**src/rtl/general_register_file_pkg.sv**
```systemverilog
// general_register_file_pkg
// Shared definitions for the general register file: FunSel operation codes,
// read-port select indices and the default data width.
// Optional feature macro used by the design: REGFILE_SAT_EN (saturating
// increment/decrement instead of wrapping).
package general_register_file_pkg;

    localparam int DEFAULT_WIDTH = 32;

    // Operation applied to every enabled register on a clock edge.
    typedef enum logic [2:0] {
        DEC       = 3'b000,  // Q <- Q - 1
        INC       = 3'b001,  // Q <- Q + 1
        LOAD      = 3'b010,  // Q <- I
        CLR       = 3'b011,  // Q <- 0
        CLR_WRLO8 = 3'b100,  // Q <- {0, I[7:0]}
        WRLO8     = 3'b101,  // Q[7:0] <- I[7:0]
        WRLO16    = 3'b110,  // Q[15:0] <- I[15:0]
        SHL8_WR   = 3'b111   // Q <- {Q[23:0], I[7:0]}
    } fun_sel_e;

    // Read-port select encoding: general registers first, scratch after.
    localparam logic [2:0] SEL_R1 = 3'd0;
    localparam logic [2:0] SEL_R2 = 3'd1;
    localparam logic [2:0] SEL_R3 = 3'd2;
    localparam logic [2:0] SEL_R4 = 3'd3;
    localparam logic [2:0] SEL_S1 = 3'd4;
    localparam logic [2:0] SEL_S2 = 3'd5;
    localparam logic [2:0] SEL_S3 = 3'd6;
    localparam logic [2:0] SEL_S4 = 3'd7;

endpackage

```
**src/rtl/general_register_file_if.sv**
```systemverilog
// general_register_file_if
// Bus between the datapath controller and the register file.
//   I        write data
//   FunSel   operation for all enabled registers
//   RegSel   enables for R1..R4 (bit 0 = R1)
//   ScrSel   enables for S1..S4 (bit 0 = S1)
//   OutASel  read-port A select (0-3 = R1-R4, 4-7 = S1-S4)
//   OutBSel  read-port B select, same encoding
//   OutA/B   combinational read data toward the ALU
// There is no valid/ready handshake: a write happens on every rising edge for
// each register whose enable bit is high, and reads are purely combinational.
// Feature macro affecting the register file: REGFILE_SAT_EN.
interface general_register_file_if #(
    parameter int WIDTH = 32
);
    logic [WIDTH-1:0] I;
    logic [2:0]       FunSel;
    logic [3:0]       RegSel;
    logic [3:0]       ScrSel;
    logic [2:0]       OutASel;
    logic [2:0]       OutBSel;
    logic [WIDTH-1:0] OutA;
    logic [WIDTH-1:0] OutB;

    // Controller side: drives writes and selects, consumes read data.
    modport master (
        output I, FunSel, RegSel, ScrSel, OutASel, OutBSel,
        input  OutA, OutB
    );

    // Register file side.
    modport slave (
        input  I, FunSel, RegSel, ScrSel, OutASel, OutBSel,
        output OutA, OutB
    );
endinterface

```
**src/rtl/general_register_file_gp_register.sv**
```systemverilog
// gp_register
// One WIDTH-bit register implementing the FunSel operation table.
// Ports:
//   Clock   rising-edge clock
//   Reset   synchronous active-high clear, overrides E and FunSel
//   E       enable; when low the register holds
//   FunSel  operation code (see general_register_file_pkg::fun_sel_e)
//   I       write data
//   Q       register contents
// Macro REGFILE_SAT_EN: when defined, INC of all-ones and DEC of zero hold
// their value; otherwise they wrap.
module gp_register
    import general_register_file_pkg::*;
#(
    parameter int WIDTH = DEFAULT_WIDTH
) (
    input  logic             Clock,
    input  logic             Reset,
    input  logic             E,
    input  logic [2:0]       FunSel,
    input  logic [WIDTH-1:0] I,
    output logic [WIDTH-1:0] Q
);

    logic [WIDTH-1:0] inc_val;
    logic [WIDTH-1:0] dec_val;
    logic [WIDTH-1:0] next_q;

`ifdef REGFILE_SAT_EN
    assign inc_val = (&Q)  ? Q : Q + WIDTH'(1);
    assign dec_val = (~|Q) ? Q : Q - WIDTH'(1);
`else
    assign inc_val = Q + WIDTH'(1);
    assign dec_val = Q - WIDTH'(1);
`endif

    always_comb begin
        next_q = Q;
        case (fun_sel_e'(FunSel))
            DEC:       next_q = dec_val;
            INC:       next_q = inc_val;
            LOAD:      next_q = I;
            CLR:       next_q = '0;
            CLR_WRLO8: next_q = {{(WIDTH-8){1'b0}}, I[7:0]};
            WRLO8:     next_q = {Q[WIDTH-1:8], I[7:0]};
            WRLO16:    next_q = {Q[WIDTH-1:16], I[15:0]};
            SHL8_WR:   next_q = {Q[WIDTH-9:0], I[7:0]};
            default:   next_q = Q;
        endcase
    end

    always_ff @(posedge Clock) begin
        if (Reset) begin
            Q <= '0;
        end else if (E) begin
            Q <= next_q;
        end
    end

endmodule

```
**src/rtl/general_register_file.sv**
```systemverilog
// general_register_file
// Eight-entry register file (R1-R4, S1-S4) feeding the ALU A/B operands.
// Ports:
//   Clock  rising-edge clock
//   Reset  synchronous active-high, clears all eight registers
//   bus    general_register_file_if.slave: write data, FunSel, RegSel,
//          ScrSel, read selects and the two combinational read ports
// Macro REGFILE_SAT_EN: saturating increment/decrement (default wraps).
// Reads show the pre-edge value during a write cycle; there is no forwarding.
module general_register_file
    import general_register_file_pkg::*;
#(
    parameter int WIDTH = DEFAULT_WIDTH
) (
    input  logic                   Clock,
    input  logic                   Reset,
    general_register_file_if.slave bus
);

    // Index 0-3 = R1-R4, 4-7 = S1-S4, matching the read-select encoding.
    logic [7:0]       enables;
    logic [WIDTH-1:0] q [8];

    assign enables = {bus.ScrSel, bus.RegSel};

    for (genvar k = 0; k < 8; k++) begin : g_reg
        gp_register #(
            .WIDTH (WIDTH)
        ) u_reg (
            .Clock  (Clock),
            .Reset  (Reset),
            .E      (enables[k]),
            .FunSel (bus.FunSel),
            .I      (bus.I),
            .Q      (q[k])
        );
    end

    assign bus.OutA = q[bus.OutASel];
    assign bus.OutB = q[bus.OutBSel];

endmodule

```
**src/flat_wrapper.sv**
```systemverilog
// flat-port wrapper written by rule: the top's interface ports become plain ports
module general_register_file_flat import general_register_file_pkg::*;
#(
    parameter int WIDTH = DEFAULT_WIDTH
)
  (Clock, Reset, bus_I, bus_FunSel, bus_RegSel, bus_ScrSel, bus_OutASel, bus_OutBSel, bus_OutA, bus_OutB);
  general_register_file_if #(.WIDTH(WIDTH)) bus_i ();
  input  logic Clock;
  input  logic Reset;
  input wire logic [$bits(bus_i.I)-1:0] bus_I;
  input wire logic [$bits(bus_i.FunSel)-1:0] bus_FunSel;
  input wire logic [$bits(bus_i.RegSel)-1:0] bus_RegSel;
  input wire logic [$bits(bus_i.ScrSel)-1:0] bus_ScrSel;
  input wire logic [$bits(bus_i.OutASel)-1:0] bus_OutASel;
  input wire logic [$bits(bus_i.OutBSel)-1:0] bus_OutBSel;
  output wire logic [$bits(bus_i.OutA)-1:0] bus_OutA;
  output wire logic [$bits(bus_i.OutB)-1:0] bus_OutB;
  assign bus_i.I = bus_I;
  assign bus_i.FunSel = bus_FunSel;
  assign bus_i.RegSel = bus_RegSel;
  assign bus_i.ScrSel = bus_ScrSel;
  assign bus_i.OutASel = bus_OutASel;
  assign bus_i.OutBSel = bus_OutBSel;
  assign bus_OutA = bus_i.OutA;
  assign bus_OutB = bus_i.OutB;
  general_register_file #(.WIDTH(WIDTH)) u_core (.Clock(Clock), .Reset(Reset), .bus(bus_i));
endmodule
```
**config.mk**
```make
export PLATFORM = sky130hd
export DESIGN_NAME = general_register_file_flat
export DESIGN_NICKNAME = d
export VERILOG_FILES = /design/src/rtl/general_register_file_pkg.sv /design/src/rtl/general_register_file_if.sv /design/src/rtl/general_register_file_gp_register.sv /design/src/rtl/general_register_file.sv /design/src/flat_wrapper.sv
export SDC_FILE = /design/constraint.sdc
export NUM_CORES = 1
export LEC_CHECK = 0
export CORE_MARGIN = 5
export CORE_UTILIZATION = 30
export DETAILED_ROUTE_END_ITERATION = 10
export HOLD_SLACK_MARGIN = 0.05
export SKIP_LAST_GASP = 1
export SLEW_MARGIN = 5
export SYNTH_ARGS = -nofsm -noshare
export SYNTH_HDL_FRONTEND = slang
export SYNTH_SLANG_ARGS = --single-unit
```
**constraint.sdc**
```tcl
create_clock -name Clock -period 28.2 [get_ports Clock]
set_input_delay 8.46 -clock Clock [delete_from_list [all_inputs] [get_ports Clock]]
set_output_delay 8.46 -clock Clock [all_outputs]
set_load 0.02 [all_outputs]
```
After elaboration in Yosys (flattened, before gate mapping)
Index checks and enable logic that the tools add are counted.
- register bits: 256
- bits of input ports: 51
- output and inout port bits: 64
- word-level logic and storage cells: 84
- add/subtract/negate cells: 16
- $lt $le $gt $ge: 2
- equality and inequality tests: 7
- muxes and demuxes: 14
- bitwise gates (word level): 4
- reductions and logical operators: 17
- operator list (cell ; count):
    $pmux W32 S8 ; 8
    $add A32 B1 Y32 const B ; 8
    $sub A32 B1 Y32 const B ; 8
    $bmux W32 S3 ; 2
    $mux W32 ; 4
    $reduce_and A3 Y1 ; 8
    $reduce_and A2 Y1 ; 8
    $eq A3 B3 Y1 const B ; 4
    $ge A4 B4 Y1 const B ; 2
    $not A3 Y4 ; 2
    $eq A3 B2 Y1 const B ; 2
    $eq A3 B1 Y1 const B ; 1
    $logic_not A3 Y1 ; 1
    $not A1 Y1 ; 2

Longest topological paths before layout
Gate-level depths: netlist of run 1.
- depth after elaboration: 4
- depth in mapped cells: 15
- mapped depth without buffers: 15

By module
From an unflattened synthesis of run 1, not the netlist that was laid out.
- cell total of the unflattened synthesis: 4312
- area, all modules: 33448.3 µm²
- by module, submodules not included (module ; times used ; cells each ; area an instance (µm²) ; sequential area each (µm²)):
    gp_register at u_core.g_reg[2].u_reg ... ; 5 ; 522 ; 3708.6 ; 640.6
    gp_register at u_core.g_reg[0].u_reg ... ; 2 ; 491 ; 3577.2 ; 640.6
    general_register_file ; 1 ; 228 ; 4152.7 ; 0.0
    gp_register at u_core.g_reg[6].u_reg ; 1 ; 492 ; 3598.5 ; 640.6

Worst setup path after synthesis of run 1
OpenSTA, ideal clock, no wires.
- path type: input to output
- from: in bus_OutBSel[0]
- to: out bus_OutB[17]
- arrival time: 10.483 ns
- required time: 19.740 ns
- setup slack: 9.257 ns
- stages: 5
- buffers on the path: 3
- cells stage by stage: clkbuf_1 > clkbuf_1 > buf_1 > mux4_2 > mux2_2
- word-level cells in the longest chain between the ends: 4
- ends and longest elaborated chain (what ; RTL line ; source):
    start: declaration ; flat_wrapper.sv:15 ; input wire logic [$bits(bus_i.OutBSel)-1:0] bus_OutBSel;
    $not A3 Y4 (implied by the code) ; general_register_file.sv:40 ; assign bus.OutB = q[bus.OutBSel];
    $bmux W32 S3 ; general_register_file.sv:40 ;
    $mux W32 (implied by the code) (2 in a row) ; general_register_file.sv:40 ;
    end: declaration ; flat_wrapper.sv:17 ; output wire logic [$bits(bus_i.OutB)-1:0] bus_OutB;
Every way passes these cells. The select of a mux whose other input is x is not followed.

Worst setup path after layout of run 1
- from: in bus_OutBSel[1]
- to: out bus_OutB[25]
The elaborated chain is that of the path after synthesis.

==> results_dict.tcl, run 1 <==
set metrics [dict create \
    io_buffers 114 \
    timing.final.setup_violations 0 \
    clock_tree.buffer_depth 3 \
    worstSetupEndpointType "output port" \
    globalplace.congestion 0.9604 \
    detailedRoute.firstPassIterationCount 5 \
    post_cts_hold_buffer_count 0 \
    mostFrequentLayoutCell "sky130_fd_sc_hd__nor2_1" \
    synthesis.yosys.warnings 0 \
    fp.coreArea_mm2 0.09015 \
    gr-usage-all-layers_pct 21.41 \
    power_density_mw_per_mm2 54.79 \
    drive_above_1_share_pct 9.696 \
    drc_violations 0 \
    worst_r2r_startpoint "u_core.g_reg[3].u_reg.Q[0]" \
    vias_per_cell 6.142 \
    area_enclosed_by_the_die_boundary_mm2 0.09703 \
    post_synth_num_cell_types 81 \
    worst_setup_hold_path_clk_slew_ps 60 \
    cts_repair_resize_count 0 \
    synth-compound-area-share_pct 29.23 \
    max_cap_violations 0 \
    syn-num-nets 3609 \
    worst-endpoint-required_ps 19740 \
    fin_nets 3561 \
    cts_tree "built" \
    actual_transition_at_the_worst_max_transition_pin_ps 1294 \
    place_inst 4380 \
    clock-sinks 256 \
    reg.largest.list "u_core.g.u_reg.Q x256" \
    via_count 27240 \
    period_share_pct 69.25 \
    clock_insertion_delay_worst_skew_ps 600 \
    most-common-layout-cells "sky130_fd_sc_hd__nor2_1, sky130_fd_sc_hd__a21oi_1, sky130_fd_sc_hd__ha_1" \
    cts_setup_buffers 0 \
    run_status "finished clean" \
    synth_area_in_adders_pct 12.75 \
    synth-edff-count 0 \
    timing.final.crit_period_ps 19530 \
    die-width_um 311.5 \
    worstPathMaxFanout 50 \
    synth_simple_gate_area_share_pct 14.97 \
    synth.largest_area_cell "sky130_fd_sc_hd__dfxtp_1" \
    grt_pass1_vias 26250 \
    synthFlopType "sky130_fd_sc_hd__dfxtp_1" \
    grt.overflow.total 0 \
    number_of_antenna_violations_at_the_first_check_in_global_routing 3 \
    pin_count_of_the_biggest_net_entering_global_routing 147 \
    hpwlAfterDp_um 82270 \
    yosysSeqAreaShare_pct 18.79 \
    post_synth_mux_area_share_pct 13.39 \
    initial_core_util_pct 30.25 \
    ys_ff_latch 256 \
    cts_made_buffers 31 \
    synth.avg_cell_area_um2 8.302 \
    arrival_ps 11070 \
    power.leakage_nw 11.96 \
    hold_crit_start "u_core.g_reg[2].u_reg.Q[30]" \
    finalClockSkew_ps 17.27 \
    largest_register_ffs 256 \
    setup-tns-final_ps 0 \
    slew_violations 0 \
    utilization_pct 33.64 \
    final_cell_count_no_fill 4436 \
    top_register_by_number_of_flip_flops "u_core.g.u_reg.Q" \
    die_height_um 311.5 \
    area.growth.synth_to_final_pct 11.20 \
    worst_setup_path_startpoint "bus_OutBSel[1]" \
    asyncSetResetFlopFracSynth_pct 0 \
    first_iter_violations 2569 \
    worstSetupStartpointType "primary input" \
    io_pins 115 \
    drtAntennaViolNets 0 \
    max_slew_margin_pct 13.53 \
    post_synth_xor_area_fraction_pct 6.905 \
    synthesis.instances 3285 \
    finalWirelength_um 109800 \
    setup.worst_path.class "in -> out" \
    unrepaired_setup_endpoints_after_global_routing "false" \
    vdd_ir_drop_max_mv 0.05021 \
    route.detailed.wl_per_inst_um 24.76 \
    synth_area_mm2 0.02727 \
    finalHoldViolations 0 \
    synth_top_family_by_area "compound AO/OA/AOI/OAI gates" \
    netlist_top_cells_area "sky130_fd_sc_hd__dfxtp_1, sky130_fd_sc_hd__ha_1, sky130_fd_sc_hd__mux4_2, sky130_fd_sc_hd__a21oi_1, sky130_fd_sc_hd__a211oi_1" \
    holdCritPathClass "reg -> reg" \
    cts_max_level 1 \
    cts_root_buffer "sky130_fd_sc_hd__clkbuf_16" \
    max_clock_freq_mhz 51.21 \
    first_pass_grt_wire_length_um 162800 \
    share_of_yosys_cell_area_claimed_by_the_top_area_cell_type_pct 18.79 \
    number_of_core_rows 110 \
]
-- worst max-delay path: stages --
cell and delay [ps]:
sky130_fd_sc_hd__buf_4 270, sky130_fd_sc_hd__buf_4 780, sky130_fd_sc_hd__mux4_2 600, sky130_fd_sc_hd__mux2_2 310, sky130_fd_sc_hd__clkdlybuf4s50_1 550
-- report_power, final --
part	switching, mW	leakage (nW)	internal (mW)
Clock	0.178	0.489	0.239
Sequential	0.0861	2.12	0.394
Combinational	0.415	9.35	0.349
-- metal layers --
metal / vias to the layer above / share of wire [%] / track usage, %
met1: 13340 / 39 / 26.30
met3: 264 / 8.8 / 3.662
li1: 12510 / - / -
met2: 1127 / 47 / 36.96
met4: 0 / 5.1 / 9.283
met5: - / 0 / 0
-- cell families (layout without fill, tap and decap cells) --
| kind of cell | count (synthesis) | after routing |
|---|---|---|
| AOI/OAI and AO/OA | 1168 | 1168 |
| and+or+nand+nor | 889 | 889 |
| other | 0 | 1 |
| muxes | 196 | 196 |
| buffers and inverters | 288 | 262 |
| xor gates and xnor gates | 215 | 215 |
| DFF | 256 | 256 |
| adders and majority gates | 273 | 273 |
-- path summary, 6_finish.rpt --
path	cells after the start	end	slack [ps]
hold / removal	2	u_core.g_reg[2].u_reg.Q[30]	540
hold reg to reg	2	u_core.g_reg[2].u_reg.Q[30]	540
setup / recovery	5	bus_OutB[25]	8670
setup reg to reg	13	u_core.g_reg[3].u_reg.Q[30]	24250
-- synth_stat cells, types with 9 or more instances --
library cell,instances
sky130_fd_sc_hd__xnor2_1,137
sky130_fd_sc_hd__nor2b_1,47
sky130_fd_sc_hd__buf_1,49
sky130_fd_sc_hd__a211oi_1,185
sky130_fd_sc_hd__mux2_2,65
sky130_fd_sc_hd__or3_1,15
sky130_fd_sc_hd__o211ai_1,9
sky130_fd_sc_hd__nand2b_1,29
sky130_fd_sc_hd__a221oi_1,127
sky130_fd_sc_hd__o21ai_0,134
sky130_fd_sc_hd__mux4_2,126
sky130_fd_sc_hd__nor3_1,40
sky130_fd_sc_hd__and3_1,30
sky130_fd_sc_hd__nand4_1,26
sky130_fd_sc_hd__o21bai_1,14
sky130_fd_sc_hd__nand3_1,47
sky130_fd_sc_hd__a311oi_1,41
sky130_fd_sc_hd__and2_1,45
sky130_fd_sc_hd__o22ai_1,22
sky130_fd_sc_hd__a221o_1,9
sky130_fd_sc_hd__dfxtp_1,256
sky130_fd_sc_hd__xor2_1,78
sky130_fd_sc_hd__nor2_1,366
sky130_fd_sc_hd__inv_1,58
sky130_fd_sc_hd__or2_2,11
sky130_fd_sc_hd__nand2_1,202
sky130_fd_sc_hd__o21a_1,31
sky130_fd_sc_hd__a21o_1,142
sky130_fd_sc_hd__a21oi_1,312
sky130_fd_sc_hd__a31oi_1,41
sky130_fd_sc_hd__ha_1,265
sky130_fd_sc_hd__clkbuf_1,181
-- metrics by stage --
stage	setup WS [ps]	power [mW]	area (um2)	hold WS, ps
2_1_floorplan	9257	1.023	27270	445.7
3_3_place_gp	8672	1.234	29320	523.6
3_5_place_dp	8640	1.238	29320	533.4
4_1_cts	8638	1.656	30320	542.9
5_1_grt	8520	1.753	30330	569.3
6_report	8672	1.662	30330	539.9
-- final cells by class --
cell class              count  area [um2]
well taps                1176        1471
flip-flops and latches    256        5125
clock inverters            13       151.4
diodes                      1       2.502
multi-input cells        2741       21090
repair buffers            149        1414
fillers                  9210       59820
inverters                  58       217.7
clock buffers              42       857.1
(Power assumes the default switching activity.)
==> run 2: changes to the inputs <==
==> constraint.sdc (replaced) <==
create_clock -name Clock -period 20 [get_ports Clock]
set_input_delay 6 -clock Clock [delete_from_list [all_inputs] [get_ports Clock]]
set_output_delay 6 -clock Clock [all_outputs]
set_load 0.02 [all_outputs]
==> results_dict.tcl, run 2 (synthesized netlist as in run 1, its figures left out) <==
set metrics [dict create \
    run_status "finished clean" \
    critPathBufInv 3 \
    cts_repair_resize_count 0 \
    worst-endpoint-required_ps 14000 \
    die-width_um 311.5 \
    timing.final.setup_violations 0 \
    timing.critical_path.mode_cell "sky130_fd_sc_hd__buf_4" \
    max_slew_margin_pct 17.18 \
    drive_above_1_share_pct 9.746 \
    regArea_mm2 0.005125 \
    area.growth.synth_to_final_pct 11.48 \
    max_stage_delay_ps 770 \
    drc_violations 0 \
    cts_root_buffer "sky130_fd_sc_hd__clkbuf_16" \
    multi_input_area_mm2 0.02109 \
    setup.worst_path.class "in -> out" \
    vdd_ir_drop_max_mv 0.04823 \
    max_clock_freq_mhz 68.53 \
    initial_core_util_pct 30.25 \
    clock_insertion_delay_worst_skew_ps 570 \
    first_iter_violations 2772 \
    area_enclosed_by_the_die_boundary_mm2 0.09703 \
    timing.final.crit_period_ps 14590 \
    pin_count_of_the_biggest_net_entering_global_routing 113 \
    via_count 27110 \
    worstPathMaxFanout 50 \
    num-fill-cells 9346 \
    power_mw 2.396 \
    io_buffers 114 \
    clock_tree.buffer_depth 3 \
    finalWirelength_um 110000 \
    detailedRoute.firstPassIterationCount 5 \
    unrepaired_setup_endpoints_after_global_routing "false" \
    fin_nets 3563 \
    actual_transition_at_the_worst_max_transition_pin_ps 1240 \
    holdCritPathClass "reg -> reg" \
    clock-sinks 256 \
    vias_per_cell 6.101 \
    final_area_mm2 0.03040 \
    whs_ps 546.4 \
    finalHoldViolations 0 \
    power.leakage_nw 12.00 \
    largest_register_ffs 256 \
    grt_pass1_vias 26260 \
    cts_made_buffers 34 \
    first_pass_grt_wire_length_um 163500 \
    io_pins 115 \
    gr-usage-all-layers_pct 21.61 \
    grt.overflow.total 0 \
    cts_max_level 2 \
    worstSetupStartpointType "primary input" \
    drtAntennaViolNets 0 \
    max_cap_violations 0 \
    mostFrequentLayoutCell "sky130_fd_sc_hd__nor2_1" \
    globalplace.congestion 0.9852 \
    die_height_um 311.5 \
    top_delay_family_on_crit_path "buffers and inverters" \
    post_cts_hold_buffer_count 0 \
    placement.cell_area_mm2 0.02928 \
    place_inst 4379 \
    finalClockSkew_ps 22.50 \
    setup-tns-final_ps 0 \
    power_density_mw_per_mm2 78.80 \
    top_register_by_number_of_flip_flops "u_core.g.u_reg.Q" \
    hpwlAfterDp_um 82330 \
    cts_setup_buffers 0 \
    route.detailed.wl_per_inst_um 24.76 \
    worst_setup_hold_path_clk_slew_ps 60 \
    arrival_ps 8590 \
    cts_tree "built" \
    number_of_antenna_violations_at_the_first_check_in_global_routing 5 \
    slowest_stage "sky130_fd_sc_hd__buf_4" \
    final_cell_count_no_fill 4443 \
    most-common-layout-cells "sky130_fd_sc_hd__nor2_1, sky130_fd_sc_hd__a21oi_1, sky130_fd_sc_hd__ha_1" \
    number_of_core_rows 110 \
    period_share_pct 72.96 \
    reg.largest.list "u_core.g.u_reg.Q x256" \
    slew_violations 0 \
    worstSetupEndpointType "output port" \
    critical_path.cell_chain "buf_4 -> buf_4 -> mux4_2 -> mux2_2 -> clkdlybuf4s50_1" \
    fp.coreArea_mm2 0.09015 \
]
[run 2: changes by cell type in the layout (fill, tap and decap cells not counted), sizes merged]
cell / before / now
clkbuf: 42 / 48
diode: 1 / 4
clkinvlp: 3 / 1
inv: 58 / 60
buf: 42 / 41
clkinv: 7 / 6
[run 2: path summary, 6_finish.rpt]
path	from	to	slack [ps]	cells after the start
setup / recovery	bus_OutASel[1]	bus_OutA[17]	5410	5
hold / removal	u_core.g_reg[2].u_reg.Q[30]	u_core.g_reg[2].u_reg.Q[30]	550	2
setup reg to reg	u_core.g_reg[4].u_reg.Q[4]	u_core.g_reg[4].u_reg.Q[29]	16140	12
hold reg to reg	u_core.g_reg[2].u_reg.Q[30]	u_core.g_reg[2].u_reg.Q[30]	550	2
[run 2: cell type report]
class	count	share of cell area, %
antenna	4	0.03292
clock buffer	48	3.136
clock inverter	12	0.5144
inverter	58	0.7161
multi-input combinational	2741	69.36
sequential	256	16.86
tap	1176	4.840
timing repair buffer	148	4.543
[run 2: worst reg2reg max path: stages (launching register included)]
cell	delay, ps
sky130_fd_sc_hd__dfxtp_1	580
sky130_fd_sc_hd__ha_1	380
sky130_fd_sc_hd__a2111o_1	410
sky130_fd_sc_hd__a21oi_1	140
sky130_fd_sc_hd__nor2_1	110
sky130_fd_sc_hd__a311o_1	470
sky130_fd_sc_hd__a211oi_1	530
sky130_fd_sc_hd__nor2_1	240
sky130_fd_sc_hd__a21oi_1	290
sky130_fd_sc_hd__o21ai_0	150
sky130_fd_sc_hd__xor2_1	170
sky130_fd_sc_hd__a21oi_1	160
sky130_fd_sc_hd__nor3_1	70
[run 2: metal layers]
metal	global-route usage [%]	part of all wire (%)
met5	0	0.012
met4	8.782	4.3
met3	4.439	9.1
met2	37.22	48
met1	26.39	39
[run 2: power breakdown]
group	switching [mW]	leakage, nW	internal [mW]	total, mW
registers	0.122	2.12	0.556	0.678
clock network	0.266	0.544	0.373	0.639
logic	0.587	9.34	0.492	1.08
[run 2: per-stage QoR]
step                      utilization, %  setup WS (ps)
final                              33.73           5408
after global routing               33.71           5245
after CTS                          33.71           5377
after detailed placement           32.48           5380
after global placement             32.48           5396
after floorplan                        -           4704
